### src/rtl/pcie_phy_pkg.sv
// Shared PHY symbols, widths and transmit FSM encoding for the byte-to-serial path.
// P2S_IDLE_FILL_EN selects IDL instead of COM as the fill symbol in ACTIVE.
package pcie_phy_pkg;

    localparam int unsigned BYTE_W = 8;

    localparam logic [BYTE_W-1:0] K_COM = 8'hBC;
    localparam logic [BYTE_W-1:0] K_IDL = 8'h7C;

    typedef enum logic {
        SYNC   = 1'b0,
        ACTIVE = 1'b1
    } p2s_state_e;

    // Symbol sent in an ACTIVE slot that has no valid byte.
    function automatic logic [BYTE_W-1:0] fill_sym();
`ifdef P2S_IDLE_FILL_EN
        return K_IDL;
`else
        return K_COM;
`endif
    endfunction

endpackage

### src/rtl/par2serial_tx_if.sv
// Byte stream in / serial stream out bundle for par2serial_tx.
interface par2serial_tx_if;
    import pcie_phy_pkg::*;

    logic [BYTE_W-1:0] data_in;
    logic              valid_in;
    logic              take;
    logic              active;
    logic              data_out;

    modport master (
        output data_in,
        output valid_in,
        input  take,
        input  active,
        input  data_out
    );

    modport slave (
        input  data_in,
        input  valid_in,
        output take,
        output active,
        output data_out
    );

endinterface

### src/rtl/p2s_shift8.sv
// 8-bit MSB-first shifter with free-running bit counter; loads sel_i on the cnt==7 edge.
module p2s_shift8
    import pcie_phy_pkg::*;
(
    input  logic              clk_i,
    input  logic              rst_n_i,
    input  logic [BYTE_W-1:0] sel_i,
    output logic              load_edge_o,
    output logic              data_out_o
);

    logic [2:0]        cnt_q, cnt_d;
    logic [BYTE_W-1:0] sr_q, sr_d;
    logic              dout_q, dout_d;

    // Decoded from the counter register only, so take has no input path.
    assign load_edge_o = (cnt_q == 3'd7);
    assign data_out_o  = dout_q;

    always_comb begin
        cnt_d  = cnt_q + 3'd1;
        sr_d   = {sr_q[BYTE_W-2:0], 1'b0};
        dout_d = sr_q[BYTE_W-1];
        if (load_edge_o) begin
            sr_d   = {sel_i[BYTE_W-2:0], 1'b0};
            dout_d = sel_i[BYTE_W-1];
        end
    end

    always_ff @(posedge clk_i or negedge rst_n_i) begin
        if (!rst_n_i) begin
            cnt_q  <= 3'd0;
            sr_q   <= '0;
            dout_q <= 1'b0;
        end else begin
            cnt_q  <= cnt_d;
            sr_q   <= sr_d;
            dout_q <= dout_d;
        end
    end

endmodule

### src/rtl/par2serial_tx.sv
// Parallel-to-serial transmitter: COM preamble after reset, then bytes or fill symbols MSB-first.
// Build option: P2S_IDLE_FILL_EN (fill with IDL instead of COM once ACTIVE).
module par2serial_tx
    import pcie_phy_pkg::*;
#(
    parameter int unsigned SYNC_SYMS = 4
) (
    input  logic               clk32f,
    input  logic               reset,
    par2serial_tx_if.slave     bus
);

    p2s_state_e        state_q, state_d;
    logic [3:0]        syms_q, syms_d;
    logic              load_edge;
    logic [BYTE_W-1:0] sel;

    localparam logic [3:0] LAST_SYM = 4'(SYNC_SYMS - 1);

    always_comb begin
        state_d = state_q;
        syms_d  = syms_q;
        sel     = K_COM;
        unique case (state_q)
            SYNC: begin
                // Upstream bytes are ignored until the preamble has gone out.
                if (load_edge) begin
                    syms_d = syms_q + 4'd1;
                    if (syms_q == LAST_SYM) state_d = ACTIVE;
                end
            end
            ACTIVE: begin
                sel = bus.valid_in ? bus.data_in : fill_sym();
            end
            default: state_d = SYNC;
        endcase
    end

    always_ff @(posedge clk32f or negedge reset) begin
        if (!reset) begin
            state_q <= SYNC;
            syms_q  <= 4'd0;
        end else begin
            state_q <= state_d;
            syms_q  <= syms_d;
        end
    end

    p2s_shift8 u_shift (
        .clk_i       (clk32f),
        .rst_n_i     (reset),
        .sel_i       (sel),
        .load_edge_o (load_edge),
        .data_out_o  (bus.data_out)
    );

    assign bus.active = (state_q == ACTIVE);
    assign bus.take   = (state_q == ACTIVE) && load_edge;

endmodule
### src/flat_wrapper.sv
// flat-port wrapper written by rule: the top's interface ports become plain ports
module par2serial_tx_flat import pcie_phy_pkg::*;
#(
    parameter int unsigned SYNC_SYMS = 4
)
  (clk32f, reset, bus_data_in, bus_valid_in, bus_take, bus_active, bus_data_out);
  par2serial_tx_if bus_i ();
  input  logic clk32f;
  input  logic reset;
  input wire logic [$bits(bus_i.data_in)-1:0] bus_data_in;
  input wire logic [$bits(bus_i.valid_in)-1:0] bus_valid_in;
  output wire logic [$bits(bus_i.take)-1:0] bus_take;
  output wire logic [$bits(bus_i.active)-1:0] bus_active;
  output wire logic [$bits(bus_i.data_out)-1:0] bus_data_out;
  assign bus_i.data_in = bus_data_in;
  assign bus_i.valid_in = bus_valid_in;
  assign bus_take = bus_i.take;
  assign bus_active = bus_i.active;
  assign bus_data_out = bus_i.data_out;
  par2serial_tx #(.SYNC_SYMS(SYNC_SYMS)) u_core (.clk32f(clk32f), .reset(reset), .bus(bus_i));
endmodule
### config.mk
export PLATFORM = sky130hd
export DESIGN_NAME = par2serial_tx_flat
export DESIGN_NICKNAME = d
export VERILOG_FILES = /design/src/rtl/pcie_phy_pkg.sv /design/src/rtl/par2serial_tx_if.sv /design/src/rtl/p2s_shift8.sv /design/src/rtl/par2serial_tx.sv /design/src/flat_wrapper.sv
export SDC_FILE = /design/constraint.sdc
export NUM_CORES = 1
export LEC_CHECK = 0
export CAP_MARGIN = 20
export CORE_UTILIZATION = 40
export CTS_CLUSTER_DIAMETER = 80
export DETAILED_ROUTE_END_ITERATION = 8
export HOLD_SLACK_MARGIN = 0.05
export PLACE_DENSITY_LB_ADDON = 0.05
export SYNTH_ARGS = -nofsm -noshare
export SYNTH_HDL_FRONTEND = slang
export SYNTH_SLANG_ARGS = --single-unit
export TNS_END_PERCENT = 1
### constraint.sdc
create_clock -name clk32f -period 2.2 [get_ports clk32f]
set_input_delay 0.66 -clock clk32f [delete_from_list [all_inputs] [get_ports clk32f]]
set_output_delay 0.66 -clock clk32f [all_outputs]
set_load 0.02 [all_outputs]
After elaboration in Yosys (flattened, before gate mapping)
Index checks and enable logic that the tools add are counted.

Add/sub/neg operators: 2. Multiply operators: 0. Divide/modulo/power cells: 0. $lt $le $gt $ge: 0. Equal/unequal tests: 2. Shift operators: 0. Mux-type cells: 7. Bitwise gates (word level): 1. Reductions and logical operators: 2.

Operator list (count): two-way mux 8 bit (3); adder 4 x 1 -> 4 bit, second input constant (1); equality test 4 x 2 -> 1 bit, second input constant (1); two-way mux 1 bit (4); adder 3 x 1 -> 3 bit, second input constant (1); equality test 3 bit, second input constant (1); AND reduction 2 bit (1); logical AND 1 bit (1); inverter 1 bit (1).

Register bits: 17. Latch bits: 0. RAM bits: 0. ROM bits: 0. Bits of input ports: 11. Output and inout bits: 3. Logic and storage cells: 19. Memories kept: 0.

Longest topological paths before layout
Gate-level depths: netlist of run 1.

Depth after elaboration: 4. Depth in mapped cells: 5. Gate-level depth less buffers: 5.

Modules after synthesis
From an unflattened synthesis of run 1, not the netlist that was laid out.

Cells, all modules: 48. Area total of the unflattened synthesis: 710.7 µm².

Modules (own cells, without submodules): p2s_shift8 (times used 1, cells each 23, area an instance 427.9 µm², seq. area each 275.3 µm²); par2serial_tx (times used 1, cells each 25, area an instance 282.8 µm², seq. area each 125.1 µm²).

Worst setup path before layout of run 1
No wires, ideal clock.

Kind: flip-flop to output port. Start point: register u_core.u_shift.cnt_q[0]. End point: output port bus_take. Arrival: 1.181 ns. Data required time: 1.540 ns. Slack: 0.359 ns. Stages on the path, launching flop included: 5. Buffers on the path: 1. Path through: dfrtp_1 -> ha_1 -> ha_1 -> buf_2 -> and2_1.

Cells in the longest elaborated chain, start to end: 2.

Ends and longest elaborated chain: start, declared (RTL line p2s_shift8.sv:12) `logic [2:0] cnt_q, cnt_d;`; start signal, assigned (RTL line p2s_shift8.sv:36) `cnt_q <= cnt_d;`; equality test 3 bit (RTL line p2s_shift8.sv:17) `assign load_edge_o = (cnt_q == 3'd7);`; logical AND 1 bit (RTL line par2serial_tx.sv:58) `assign bus.take = (state_q == ACTIVE) && load_edge;`; end, declared (RTL line flat_wrapper.sv:12) `output wire logic [$bits(bus_i.take)-1:0] bus_take;`.

Every way passes these cells.

Worst setup path after layout of run 1
Same ends and word-level chain as after synthesis.

==> results by group, run 1 <==
Timing
  • Setup ws final: approximately 0.19 ns
  • Worst slew pin tran: 0.268 ns
  • Worst Hold Slack: 0.426 ns
  • Total negative setup slack: 0 ns
  • Clk_skew: 0.00382 ns
  • Max Freq: 497 MHz
  • Endpoints failing hold: 0
  • Slew HR: 0.821
  • Period utilization: 0.915
  • Slew Limit Fails: 0
  • Final setup viols: 0
  • Period minus WS final: 2.01 ns
  • RSZ-0062 raised after global routing: no

Global route
  • GRT Util Overall: 0.143
  • First-pass GRT wire length: 1.85 mm
  • Vias in the first global route: 435
  • Largest net degree at the start of global routing: 17
  • Total gr overflow: 0
  • Initial antenna violation count: 0

Routing
  • Via count: roughly 420
  • Starting DRT DRC Count: 5
  • DR pass1 iterations: 2
  • Via-to-Cell Ratio: 4.66
  • DRC: 0
  • Top routing layer used: met3
  • Met3 WL: 68 um
  • Wirelength per Cell: 12.0 um
  • Met2 routed WL: around 480 um
  • Routed WL: 1.08 mm
  • Final ANT Viol Nets: 0
  • M1 WL: 530 um

Layout
  • Fin util: 0.555
  • Number of diodes: 0
  • Fin nets: 90
  • Layout cells sized above 1: 0.135
  • Area Growth Syn to Fin: 30.1%

Setup path
  • Most frequent CP cell: ha_1
  • Crit-path cells: ha_1 -> ha_1 -> and2_1 -> clkbuf_2
  • CP max FO: 2
  • Largest stage delay on the critical path: 0.39 ns
  • Worst Path Arrival: 1.35 ns
  • Critical path launch point type: flop
  • Slowest cell on the critical path: dfrtp_1
  • Req. time, crit path: 1.54 ns
  • Crit. End Element: primary output
  • Crit Path Class: flop to primary output

Logic synthesis
  • Mapped Nets: 71
  • Seq cells post-synth: 16
  • Synth warn: 0
  • Synth Area in Compound Gates: 0.0728
  • Combinational family with the most area after synthesis: simple AND/OR/NAND/NOR gates
  • Seq/Total Area, Yosys: 0.630
  • Post-Synth Simple-Gate Area: 0.134
  • Mapped Avg Cell Area: 11.4 um^2
  • Xor and xnor fraction of the mapped netlist area: 0.0413
  • Post-Synth Adder-Cell Area: 0.0787
  • Syn Std Cell Area: 636 um^2
  • Syn Inst Count: 56
  • Netlist cell types: 15
  • Post-synthesis mux area share: 0.0177

CTS
  • CTS tree: yes
  • CTS clk-pin slew, worst paths: 0.09 ns
  • Cts hold-fix bufs: 0
  • Skew-Pair Late Insertion Delay: 0.28 ns
  • Max clock buf depth: 2
  • Max H-tree Level: 1
  • Clock Sinks: 16
  • Clk Tree Root Cell: clkbuf_4
  • Post-CTS setup buffer count: 0
  • Num CTS Buffers: 3

Die
  • Die Height: about 42 um
  • Core ar.: 1490 um^2
  • Die span in x: 41.9 um
  • Ports: 14
  • Num rows: 14
  • Die area: 1750 um^2
  • Initial Util: 0.427

Place
  • Final GP Congestion: 0.678
  • I/O Buffers: 13
  • Pre-CTS setup slack: 0.115 ns
  • Detail Placement HPWL: 730 um

Power
  • P_sw: 112 uW
  • Combinational group share of total power: 0.069
  • Clock power share: 0.366
  • Sequential share of power: 0.565
  • Switching share of power: 0.210
  • Internal Pwr Total: 423 uW
  • Pwr per Cell Area: approximately 650 nW/um^2
  • Static leakage: 0.000408 uW
  • VDD IR-drop max: 0.379 mV

Status
  • Status: completed

Worst hold path
  • HP Class: flop to flop

Job
  • Max Cap Violations: 0
[layer usage]
layer | vias up | GRT usage
met3 | 0 | 0.0609
li1 | 219 | -
met5 | - | 0
met4 | 0 | 0.0581
met1 | 191 | 0.183
met2 | 9 | 0.213
[synthesized netlist by cell type]
cell type,number,area [um^2]
buf_2,1,5.00
nand4_1,1,6.26
a31o_2,1,8.76
ha_1,4,50.1
inv_1,3,11.3
mux2_2,1,11.3
nor2_1,12,45.0
xnor2_1,2,17.5
dfrtp_1,16,400
nand2_1,5,18.8
a21oi_1,5,25.0
and2b_2,1,8.76
o22ai_1,2,12.5
and2_1,1,6.26
xor2_1,1,8.76
[power groups by stage]
| stage | Clock (uW) | Sequential (uW) | Combinational, uW |
|---|---|---|---|
| after floorplan | 0 | 309 | 8.24 |
| after global placement | 0 | 308 | 37.9 |
| after detailed placement | 0 | 308 | 37.6 |
| after CTS | 201 | 302 | 38.1 |
| after global routing | 218 | 303 | 41.1 |
| final | 196 | 302 | 37.0 |
[placed cells by master, fill, tap and decap left out, drive strengths merged, types with 2 or more instances in the layout]
master / synthesis / routed
ha: 4 / 4
dfrtp: 16 / 16
clkbuf: 0 / 5
clkdlybuf4s50: 0 / 12
xnor2: 2 / 2
nor2: 12 / 12
a21oi: 5 / 5
o22ai: 2 / 2
nand2: 5 / 5
buf: 1 / 2
inv: 3 / 3
[registers in the layout, summed over array words and instances, names as in the netlist]
signal / count
u_core.u_shift.cnt_q: 3
u_core.u_shift.sr_q: 7
u_core.syms_q: 4
u_core.bus.active: 1
u_core.u_shift.data_out_o: 1
[timing repair]
item,CTS,global route
pin swaps,0,0
resized for setup,1,2
endpoints found under the setup margin,1,1
endpoints found under the hold margin,0,0
[logic make-up after synthesis]
kind of cell | Yosys count
DFF | 16
and+or+nand+nor | 20
buffers and inverters | 4
xor gates and xnor gates | 3
adders and majority gates | 4
muxes | 1
AOI/OAI and AO/OA | 8
[per-stage QoR]
stage / total power [uW] / cell area (um^2) / instances
after CTS: 541 / 831 / 90
after global routing: 562 / 827 / 90
after detailed placement: 346 / 796 / 86
after floorplan: 317 / 636 / 56
after global placement: 345 / 796 / 86
final: 535 / 827 / 90
[critical path, delay by kind of cell (launching register included)]
family | cells | cell delay, ns
adders and majority gates | 2 | 0.40
buffers and inverters | 1 | 0.15
DFF | 1 | 0.39
and+or+nand+nor | 1 | 0.13
[area by class of cell]
type / count / area, um^2
Inverter: 3 / 11.3
Tap cell: 16 / 20.0
Clock buffer: 4 / 36.3
Fill cell: 136 / 662
Sequential cell: 16 / 400
Multi-Input combinational cell: 36 / 219
Timing Repair Buffer: 15 / 140
[final timing paths]
| check | start | end | slack [ns] | depth (start not counted) |
|---|---|---|---|---|
| worst max-delay path | u_core.u_shift.cnt_q[0] | bus_take | 0.19 | 4 |
| worst min-delay path | u_core.u_shift.cnt_q[0] | u_core.u_shift.cnt_q[0] | 0.43 | 1 |
| min in group asynchronous | reset | u_core.u_shift.sr_q[7] | 0.68 | 2 |
| worst min register to register | u_core.u_shift.cnt_q[0] | u_core.u_shift.cnt_q[0] | 0.43 | 1 |
| max in group asynchronous | reset | u_core.bus.active | 1.34 | 2 |
| worst max register to register | u_core.u_shift.cnt_q[0] | u_core.syms_q[1] | 0.62 | 5 |
(Power assumes the default switching activity.)
==> run 2: changes to the inputs <==
- ABC_AREA: not set -> 1
==> run 2 against run 1 <==
Compared with the run above: sequential cell count stayed put; clock skew is 0.0044 ns higher; cell area is 8.5% higher; combinational power is 9.5% lower; critical path type unchanged; highest routed layer is now met4.
==> results by group, run 2 <==
Setup path
  • Largest stage delay on the critical path: 0.39 ns (about the same)
  • FF-to-FF path depth: 7 (+2)
  • CP max FO: 2 (unchanged)
  • R2r setup slk: 0.85 ns (+0.23 ns)
  • Reg2reg start: u_core.u_shift.cnt_q[0]
  • Req. time, crit path: 1.54 ns (about the same)
  • Crit path max-delay family: adder cells
  • Reg2reg end: u_core.syms_q[3]
  • Buffers plus inverters on the worst setup path: 2 (+1)
  • Critical path launch point type: flop
  • Slowest cell on the critical path: dfrtp_1
  • Crit. End Element: primary output
  • Crit-path cells: ha_1 -> ha_1 -> nand2_1 -> inv_1 -> clkdlybuf4s15_1
  • Most frequent CP cell: ha_1
  • Worst Path Arrival: 1.45 ns (+0.10 ns)
  • Crit Path Class: flop to primary output

Routing
  • Via count: 478 (+14%)
  • DR pass1 iterations: 6 (+4)
  • Wirelength per Cell: 10.2 um (-15%)
  • Routed WL: 1.09 mm (+1.4%)
  • Via-to-Cell Ratio: 4.47 (-4.0%)
  • DRC: 0 (unchanged)
  • Starting DRT DRC Count: 4 (-1)
  • Final ANT Viol Nets: 0 (unchanged)

Global route
  • Initial antenna violation count: 0 (unchanged)
  • Vias in the first global route: 448 (+3.0%)
  • Largest net degree at the start of global routing: 17 (unchanged)
  • First-pass GRT wire length: 1.93 mm (+4.5%)
  • Total gr overflow: 0 (unchanged)
  • GRT Util Overall: 0.140 (-0.00295)

Die
  • Die span in x: 44.0 um (+5.2%)
  • Ports: 14 (unchanged)
  • Die area: 1940 um^2 (+11%)
  • Die Height: 44.0 um (+5.2%)
  • Initial Util: 0.448 (+0.0215)
  • Core ar.: 1580 um^2 (+5.9%)
  • Num rows: 14 (unchanged)

CTS
  • Max clock buf depth: 2 (unchanged)
  • Max H-tree Level: 1 (unchanged)
  • Skew-Pair Late Insertion Delay: 0.29 ns (about the same)
  • CTS clk-pin slew, worst paths: 0.09 ns (about the same)
  • Post-CTS setup buffer count: 0 (unchanged)
  • Clock Sinks: 16 (unchanged)
  • Num CTS Buffers: 3 (unchanged)
  • Clk Tree Root Cell: clkbuf_4
  • CTS tree: yes

Status
  • Status: completed

Layout
  • Flip-flop and latch area: 400 um^2 (unchanged)
  • Area Growth Syn to Fin: 26.9%
  • Multi-input gate area: 259 um^2 (+18%)
  • Number of diodes: 0 (unchanged)
  • Fill count: 151 (+11%)
  • Layout cells sized above 1: 0.132 (-0.00327)
  • Largest regs: u_core.u_shift.sr_q: 7 flops, u_core.syms_q: 4 flops, u_core.u_shift.cnt_q: 3 flops
  • Fin nets: 107 (+19%)
  • Most frequent cells in the layout: 18 x nor2_1, 17 x nand2_1, 16 x dfrtp_1, 12 x clkdlybuf4s50_1, 7 x inv_1
  • Most common cell after layout, fill and taps aside: nor2_1
  • Fin util: 0.569 (+0.0136)
  • Largest register by flop count: u_core.u_shift.sr_q
  • Largest register FFs: 7 (unchanged)

Worst hold path
  • Hold path endpoint: u_core.u_shift.cnt_q[0]
  • Hold Crit Start: u_core.u_shift.cnt_q[0]
  • Hold Path Depth: 1 (unchanged)
  • HP Class: flop to flop

Logic synthesis
  • Syn Inst Count: 73 (+30%)
  • Async SR Flop Fraction: 1.00 (unchanged)
  • Seq/Total Area, Yosys: 0.566 (-0.0635)
  • Syn Std Cell Area: 707 um^2 (+11%)
  • Mapped Avg Cell Area: 9.68 um^2 (-15%)
  • Most used flip-flop cell after synthesis: dfrtp_1
  • Mapped Nets: 88 (+24%)
  • Most frequent cell after synthesis: nor2_1
  • Cell taking the most area after synthesis: dfrtp_1
  • Netlist cell types: 15 (unchanged)
  • Number of synthesized flops with an enable pin: 0 (unchanged)
  • Seq cells post-synth: 16 (unchanged)
  • Yosys top cell area share: 0.566 (-0.0635)
  • Synth area leaders: dfrtp_1 57%, nor2_1 9.6%, nand2_1 9.0%
  • Synth warn: 0 (unchanged)
  • Top cells by count, synth: 18 x nor2_1, 17 x nand2_1, 16 x dfrtp_1

Job
  • Max Cap Violations: 0 (unchanged)

Power
  • VDD IR-drop max: 0.324 mV (-15%)
  • Final Total Pwr: 533 uW (-0.33%)
  • Static leakage: 0.000460 uW (+13%)
  • Pwr per Cell Area: 594 nW/um^2 (-8.1%)

Timing
  • Period minus WS final: 2.11 ns (+0.101 ns)
  • Max Freq: 473 MHz (-4.8%)
  • Slew HR: 0.855 (+0.0338)
  • Final setup viols: 0 (unchanged)
  • Slew Limit Fails: 0 (unchanged)
  • Worst slew pin tran: 0.217 ns (-0.0507 ns)
  • Endpoints failing hold: 0 (unchanged)
  • Total negative setup slack: 0 ns (unchanged)
  • Setup ws final: 0.0861 ns (-0.101 ns)
  • Clk_skew: 0.00818 ns (+0.00436 ns)
  • Period utilization: 0.961 (+0.0458)
  • RSZ-0062 raised after global routing: no

Place
  • I/O Buffers: 13 (unchanged)
  • Detail Placement HPWL: 795 um (+8.8%)
  • Pre-CTS setup slack: 0.145 ns (+0.0300 ns)
  • Final GP Congestion: 0.716 (+5.6%)
run 2: power breakdown:
group | switching (uW) | internal (uW) | leakage, uW | total [uW]
Combinational | 12.7 | 20.8 | 0.000248 | 33.5
Sequential | 1.70 | 300 | 0.000191 | 302
Clock | 97.0 | 101 | 0.0000210 | 198
Total | 111 | 422 | 0.000460 | 533
run 2: per-layer routing:
layer  GRT usage  routed length, um  vias to the layer above
li1            -                  -                      254
met1       0.206                566                      212
met2       0.185                465                       10
met3      0.0286                 41                        2
met4      0.0909                 18                        0
met5           0                  0                        -
run 2: worst reg2reg max path, cell delays in order (launching register included):
cell and delay, ns:
dfrtp_1 0.39, ha_1 0.22, ha_1 0.19, buf_4 0.18, nand2_4 0.12, inv_4 0.05, nand3_2 0.06, nand2_1 0.05
run 2: cell families after synthesis:
| kind of cell | count (synthesis) | share of synthesized area |
|---|---|---|
| buffers and inverters | 10 | 0.0673 |
| AOI/OAI and AO/OA | 2 | 0.0177 |
| and+or+nand+nor | 40 | 0.255 |
| DFF | 16 | 0.566 |
| adders and majority gates | 4 | 0.0708 |
| xor gates and xnor gates | 1 | 0.0230 |
run 2: repair_timing:
item                                    4_1_cts  5_1_grt
endpoints found under the hold margin         0        0
hold buffers                                  0        0
endpoints found under the setup margin        1        1
resized for setup                             1        1
run 2: worst max-delay path by stage:
stage | startpoint | to | slack (ns) | cells after the start
global placement | u_core.u_shift.cnt_q[0] | bus_take | 0.15 | 5
floorplan | u_core.u_shift.cnt_q[0] | bus_take | 0.51 | 5
finish | u_core.u_shift.cnt_q[0] | bus_take | 0.09 | 5
global route | u_core.u_shift.cnt_q[0] | bus_take | 0.01 | 5
CTS | u_core.u_shift.cnt_q[0] | bus_take | 0.03 | 5
detailed placement | u_core.u_shift.cnt_q[0] | bus_take | 0.14 | 5
run 2: area by class of cell:
class / instances / area share
clock buffer: 4 / 0.0404
timing repair buffer: 15 / 0.162
sequential: 16 / 0.446
tap: 16 / 0.0223
inverter: 9 / 0.0404
multi-input combinational: 47 / 0.289
run 2: metrics by stage:
| step | cells | cell area [um^2] | hold slack [ns] |
|---|---|---|---|
| after global routing | 107 | 897 | 0.476 |
| final | 107 | 897 | 0.424 |
| after detailed placement | 103 | 861 | 0.417 |
| after global placement | 103 | 861 | 0.411 |
| after CTS | 107 | 896 | 0.431 |
| after floorplan | 73 | 707 | 0.364 |
==> run 3: changes to the inputs <==
- CORE_ASPECT_RATIO: not set -> 0.7
- CORE_MARGIN: not set -> 3
- CORE_UTILIZATION: 40 -> 35
==> run 3 against run 2 <==
Compared with the run above: core utilization is 6.1 points lower; non-clock buffer count stayed put; sequential power hardly changed; clock power is 25% lower; critical endpoint is now bus_active.
==> results by group, run 3 (same netlist as run 2, synthesis figures left out) <==
Status
  • Status: completed

Routing
  • Wirelength per Cell: 10.7 um (+5.1%)
  • M1 WL: 663 um (+17%)
  • Top routing layer used: met4
  • DR pass1 iterations: 4 (-2)
  • Final ANT Viol Nets: 0 (unchanged)
  • DRC: 0 (unchanged)
  • Via-to-Cell Ratio: 4.44 (-0.58%)
  • Met2 routed WL: 424 um (-8.8%)
  • Met3 WL: 90 um (+120%)
  • Routed WL: 1.19 mm (+9.0%)
  • Starting DRT DRC Count: 27 (+23)
  • Via count: 493 (+3.1%)

Layout
  • Fill count: 176 (+17%)
  • Most common cell after layout, fill and taps aside: nor2_1
  • Most frequent cells in the layout: 18 x nor2_1, 17 x nand2_1, 16 x dfrtp_1, 12 x clkdlybuf4s50_1, 7 x inv_1
  • Largest register by flop count: u_core.u_shift.sr_q
  • Area Growth Syn to Fin: 25.1%
  • Multi-input gate area: 259 um^2 (unchanged)
  • Largest regs: u_core.u_shift.sr_q: 7 flops, u_core.syms_q: 4 flops, u_core.u_shift.cnt_q: 3 flops
  • Number of diodes: 0 (unchanged)
  • Flip-flop and latch area: 400 um^2 (unchanged)
  • Layout cells sized above 1: 0.133 (+0.00147)
  • Largest register FFs: 7 (unchanged)
  • Fin nets: 107 (unchanged)

Setup path
  • Critical path origin: u_core.bus.active
  • Worst Path Arrival: 1.40 ns (-0.05 ns)
  • Crit. End Element: primary output
  • Crit Path Class: flop to primary output
  • Critical path launch point type: flop
  • Critical path depth: 1 (-4)
  • Crit-path cells: clkdlybuf4s50_1
  • R2r setup slk: 0.84 ns (about the same)
  • Req. time, crit path: 1.54 ns (about the same)
  • Crit path max-delay family: buffers and inverters
  • Slowest cell on the critical path: clkdlybuf4s50_1
  • CP max FO: 5 (+3)
  • Buffers plus inverters on the worst setup path: 1 (-1)
  • Largest stage delay on the critical path: 0.65 ns (+0.26 ns)
  • Reg2reg start: u_core.u_shift.cnt_q[0]
  • Reg2reg end: u_core.syms_q[3]
  • Critical Path Sink: bus_active
  • FF-to-FF path depth: 7 (unchanged)

Worst hold path
  • HP Class: flop to flop

Die
  • Die area: 2600 um^2 (+34%)
  • Die span in x: 59.7 um (+36%)
  • Initial Util: 0.406 (-0.0425)
  • Core ar.: 1740 um^2 (+10%)
  • Die Height: 43.6 um (-1.0%)
  • Num rows: 12 (-2)
  • Ports: 14 (unchanged)

Timing
  • Slew HR: 0.846 (-0.00834)
  • Slew Limit Fails: 0 (unchanged)
  • Total negative setup slack: 0 ns (unchanged)
  • Worst Hold Slack: 0.424 ns (+0.000366 ns)
  • RSZ-0062 raised after global routing: no
  • Clk_skew: 0.00654 ns (-0.00164 ns)
  • Worst slew pin tran: 0.231 ns (+0.0132 ns)
  • Endpoints failing hold: 0 (unchanged)
  • Max Freq: 485 MHz (+2.6%)
  • Period minus WS final: 2.06 ns (-0.0526 ns)
  • Final setup viols: 0 (unchanged)
  • Period utilization: 0.937 (-0.0239)

Global route
  • Total gr overflow: 0 (unchanged)
  • First-pass GRT wire length: 2.01 mm (+3.9%)
  • GRT Util Overall: 0.107 (-0.0326)
  • Largest net degree at the start of global routing: 17 (unchanged)
  • Initial antenna violation count: 0 (unchanged)
  • Vias in the first global route: 440 (-1.8%)

CTS
  • Cts hold-fix bufs: 0 (unchanged)
  • Num CTS Buffers: 3 (unchanged)
  • Post-CTS setup buffer count: 0 (unchanged)
  • Clock Sinks: 16 (unchanged)
  • Max H-tree Level: 1 (unchanged)
  • CTS clk-pin slew, worst paths: 0.09 ns (about the same)
  • Max clock buf depth: 2 (unchanged)
  • CTS tree: yes
  • Skew-Pair Late Insertion Delay: 0.28 ns (about the same)
  • Clk Tree Root Cell: clkbuf_4

Power
  • VDD IR-drop max: 0.437 mV (+35%)
  • Static leakage: 0.000453 uW (-1.5%)
  • Pwr per Cell Area: 548 nW/um^2 (-7.9%)

Place
  • I/O Buffers: 13 (unchanged)
  • Detail Placement HPWL: 854 um (+7.4%)
  • Final GP Congestion: 0.705 (-1.5%)

Job
  • Max Cap Violations: 0 (unchanged)
[run 3: cell count changes in the layout (fill, tap and decap cells not counted), sizes merged]
cell           change
clkdlybuf4s15      -1
[run 3: how the worst min path moves through the flow]
stage,from,to,slack [ns],depth (start not counted)
3_5_place_dp,u_core.u_shift.cnt_q[0],u_core.u_shift.cnt_q[0],0.42,1
5_1_grt,u_core.u_shift.cnt_q[0],u_core.u_shift.cnt_q[0],0.45,1
4_1_cts,u_core.u_shift.cnt_q[0],u_core.u_shift.cnt_q[0],0.43,1
2_1_floorplan,reset,u_core.bus.active,0.36,0
6_report,u_core.u_shift.cnt_q[0],u_core.u_shift.cnt_q[0],0.42,1
3_3_place_gp,u_core.u_shift.cnt_q[0],u_core.u_shift.cnt_q[0],0.41,1
[run 3: final cells by class]
class,instances,share of cell area
Timing Repair Buffer,15,0.158
Multi-Input combinational cell,47,0.293
Sequential cell,16,0.453
Tap cell,21,0.0297
Inverter,9,0.0410
Clock buffer,3,0.0255
[run 3: report_power, final]
group	internal [uW]	leakage [uW]	switching, uW
Combinational	20.8	0.000248	13.0
Sequential	300	0.000191	1.70
Clock	63.4	0.0000138	85.4
Total	384	0.000453	100
[run 3: layer usage]
metal / up-vias / track usage
met5: - / 0
met4: 0 / 0.0133
met3: 2 / 0.0536
met2: 11 / 0.142
met1: 223 / 0.160
li1: 257 / -
[run 3: per-stage QoR]
stage                     setup WS (ns)  utilization  cell area [um^2]  std cells  power, uW
after CTS                        0.0195        0.510               888        111        502
after global placement            0.150        0.498               867        108        342
after detailed placement          0.129        0.498               867        108        342
final                             0.139        0.508               885        111        484
after global routing             0.0744        0.508               885        111        516
after floorplan                   0.506            -               707         73        314
[run 3: repair_timing]
action,in CTS,in global routing
gates resized for setup,1,2
setup endpoints to repair,1,1
hold endpoints to repair,0,0
==> patch 1: new RTL, config.mk and constraints of run 2 <==
Set the package constant `BYTE_W` to 10 (it was 8).
--- a/src/rtl/pcie_phy_pkg.sv
+++ b/src/rtl/pcie_phy_pkg.sv
@@ -4,3 +4,3 @@
 
-    localparam int unsigned BYTE_W = 8;
+    localparam int unsigned BYTE_W = 10;
 
Ports: changed (resized bus_data_in); port bits go from 14 to 16. No check against the original RTL was run, so the function may have changed too.
==> patch 1 against run 2 <==
- clock skew shrank 0.0043 ns
- sequential cell count up 2
- global-route usage is 2.1 points higher
- sequential power grew 13%
- setup slack improved by 0.034 ns
- power is 9.0% higher
- synthesized area grew 9.0%
- combinational power rose by 19%
- fmax is 1.6% higher
- design area up 10%
- non-clock buffer count rose by 2
- wire length up 20%
- critical path type unchanged
- largest cell class unchanged
==> patch 1: results (changes against run 2) <==
Power
  – Switching power: 0.117 mW (+5.0%)
  – Leak: 0.521 nW (+13%)

Route
  – Wl on met1: 616 um (+8.8%)

Logic synthesis
  – Post-synth net total: 98 (+11%)
  – Register area share after synthesis: 0.584 (+0.0180)
  – Ranking of synthesized cells by area: dfrtp_1 58%, nand2_1 11%, nor2_1 8.3%
  – Post-synthesis compound-gate area fraction: 0.00974 (-0.00796)

Status
  – Outcome: finished clean

Place
  – Cell Area, Placed: 956 um^2 (+11%)
  – Post-place setup slack: 0.113 ns (-0.0319 ns)
  – Port Buffers: 15 (+2)

Layout
  – #MultiIn Comb: 53 (+13%)
  – Layout clock area frac: 0.0368 (-0.00369)
  – Non-clock buffer count: 17 (+2)
  – Register area: 450 um^2 (+13%)
  – Final cell count without fillers: 126 (+18%)
  – # fillers: 183 (+21%)
  – Buffering overhead: 0.162 (+0.000446)

GRT
  – First-pass GRT wire length: 2370 um (+22%)
  – Met1 Usage GRT: 0.215 (+0.00939)

Critical path
  – CP endpoint: bus_active
  – R2R setup slack: 0.81 ns (-0.04 ns)
  – Largest stage delay on the critical path: 0.65 ns (+0.26 ns)
  – CP Data Arrival Time: 1.42 ns (-0.03 ns)

STA
  – PnR worst setup slack: 0.120 ns (+0.0338 ns)
  – Worst clock skew: 0.00385 ns (-0.00434 ns)
## patch 1: worst min-delay path by stage
stage / cells after the start / startpoint / slack, ns / to
2_1_floorplan: 0 / reset / 0.36 / u_core.bus.active$_DFF_PN0_
3_5_place_dp: 1 / u_core.u_shift.cnt_q[0]$_DFF_PN0_ / 0.42 / u_core.u_shift.cnt_q[0]$_DFF_PN0_
5_1_grt: 1 / u_core.u_shift.cnt_q[0]$_DFF_PN0_ / 0.45 / u_core.u_shift.cnt_q[0]$_DFF_PN0_
6_report: 1 / u_core.u_shift.cnt_q[0]$_DFF_PN0_ / 0.43 / u_core.u_shift.cnt_q[0]$_DFF_PN0_
4_1_cts: 1 / u_core.u_shift.cnt_q[0]$_DFF_PN0_ / 0.43 / u_core.u_shift.cnt_q[0]$_DFF_PN0_
3_3_place_gp: 1 / u_core.u_shift.cnt_q[0]$_DFF_PN0_ / 0.41 / u_core.u_shift.cnt_q[0]$_DFF_PN0_
==> patch 2: new RTL, flow settings as in run 2 <==
Made on the original files. `sr_q` no longer has a reset.
--- a/src/rtl/p2s_shift8.sv
+++ b/src/rtl/p2s_shift8.sv
@@ -32,3 +32,2 @@
             cnt_q  <= 3'd0;
-            sr_q   <= '0;
             dout_q <= 1'b0;
@@ -36,3 +35,2 @@
             cnt_q  <= cnt_d;
-            sr_q   <= sr_d;
             dout_q <= dout_d;
@@ -41,2 +39,6 @@
 
+    always_ff @(posedge clk_i) begin
+        sr_q <= sr_d;
+    end
+
 endmodule
Formal check against the unedited RTL: no difference found for any inputs over 10 cycles, from zero or initial values and one cycle with reset low; that may be too few to reach the edited logic, so the function may still have changed.
==> patch 2 against run 2 <==
- clock power down 23%
- power down 9.4%
- setup slack better by 0.054 ns
- design area down 6.4%
- synthesized area down 5.0%
- critical path depth down 4
- final cell count down 0.93%
- count of clock-buffer cells in the layout unchanged
- wire length down 5.8%
- fmax up 2.6%
- sequential cell count unchanged
==> patch 2: results (changes against run 2) <==
Status
  – Outcome: finished clean

Logic synthesis
  – Ys async rst share: 0.563 (-0.438)
  – Commonest cells post-synth: 18 x nor2_1, 17 x nand2_1, 9 x dfrtp_1
  – Adder-cell share of the synthesized area: 0.0745 (+0.00369)
  – Register area share after synthesis: 0.544 (-0.0226)
  – Post-synthesis compound-gate area fraction: 0.0186 (+0.000923)
  – Post-synth net total: 88 (unchanged)
  – Synth Area in XOR/XNOR: 0.0242 (+0.00120)
  – Ranking of synthesized cells by area: dfrtp_1 34%, dfxtp_1 21%, nor2_1 10%
  – Cell variety after synth: 16 (+1)

STA
  – Slew margin rel.: 0.736 (-0.119)
  – Worst clock skew: 0.00838 ns (+0.000193 ns)

Critical path
  – CP max stage cell: clkdlybuf4s50_1
  – Crit-path leading delay family: buffers and inverters
  – CP Max Fanout: 5 (+3)
  – Largest stage delay on the critical path: 0.64 ns (+0.25 ns)
  – CP Data Arrival Time: 1.40 ns (-0.05 ns)

Route
  – Wirelength per Cell: 9.70 um (-4.9%)
  – Met2 WL: 487 um (+4.7%)
  – WL met3: 61 um (+49%)
  – Wl on met1: 448 um (-21%)
  – Via density: 4.52 (+1.2%)
  – Initial DRC Count: 2 (-2)

GRT
  – Met1 Usage GRT: 0.160 (-0.0460)
  – M3 GR Usage: 0.0511 (+0.0225)
  – First-pass GRT wire length: 1870 um (-3.3%)
  – Number of global-route vias before repair: 465 (+3.8%)
  – GRT met2 Usage: 0.239 (+0.0541)

Clock tree
  – Post-CTS setup buffers: 0 (unchanged)

Power
  – VDD IR max: 0.000378 V (+17%)
  – Leak: 0.427 nW (-7.3%)
  – Clock Power Share: 0.318 (-0.053)
  – Sequential power share: 0.622 (+0.056)

Place
  – HPWL after detailed placement: 790 um (-0.64%)

Layout
  – Layout net count: 106 (-0.93%)
  – Share of cells above drive strength 1: 0.122 (-0.00965)

Min path
  – Hold Path End: u_core.u_shift.cnt_q[0]$_DFF_PN0_
  – Hold depth: 1 (unchanged)
patch 2: cell count changes after synthesis, sizes merged:
cell / run 2 / this run
dfxtp: 0 / 7
dfrtp: 16 / 9
patch 2: cell families (layout without fill, tap and decap cells):
family,after synthesis,in the layout
adders and majority gates,4,4
AOI/OAI and AO/OA,2,2
xor gates and xnor gates,1,1
buffers and inverters,10,27
DFF,16,16
and+or+nand+nor,40,40
patch 2: how the worst max path moves through the flow:
stage / startpoint / end / slack (ns) / cells past startpoint
5_1_grt: u_core.bus.active$_DFF_PN0_ / bus_active / 0.09 / 1
3_3_place_gp: u_core.u_shift.cnt_q[0]$_DFF_PN0_ / bus_take / 0.15 / 5
3_5_place_dp: u_core.u_shift.cnt_q[0]$_DFF_PN0_ / bus_take / 0.13 / 5
6_report: u_core.bus.active$_DFF_PN0_ / bus_active / 0.14 / 1
4_1_cts: u_core.u_shift.cnt_q[0]$_DFF_PN0_ / bus_take / 0.02 / 5
2_1_floorplan: u_core.u_shift.cnt_q[0]$_DFF_PN0_ / bus_take / 0.51 / 5
patch 2: timing repair:
| action | 4_1_cts | 5_1_grt |
|---|---|---|
| pin swaps | 0 | 0 |
| resized for setup | 1 | 2 |
| setup endpoints to repair | 1 | 1 |
| gates cloned | 0 | 0 |
patch 2: cell type report:
type | count | area [um^2]
clock buffers | 4 | 26.3
fillers | 142 | 702
inverters | 9 | 36.3
multi-input cells | 47 | 259
flip-flops and latches | 16 | 365
well taps | 16 | 20.0
repair buffers | 14 | 133
patch 2: per-stage QoR:
step,instances,utilization,hold slack (ns),instance area (um^2),total power [mW]
final,106,0.545,0.426,840,0.483
after global placement,102,0.531,0.413,818,0.337
after CTS,106,0.547,0.433,843,0.495
after floorplan,73,-,0.364,672,0.312
after detailed placement,102,0.531,0.420,818,0.337
after global routing,106,0.545,0.452,840,0.508
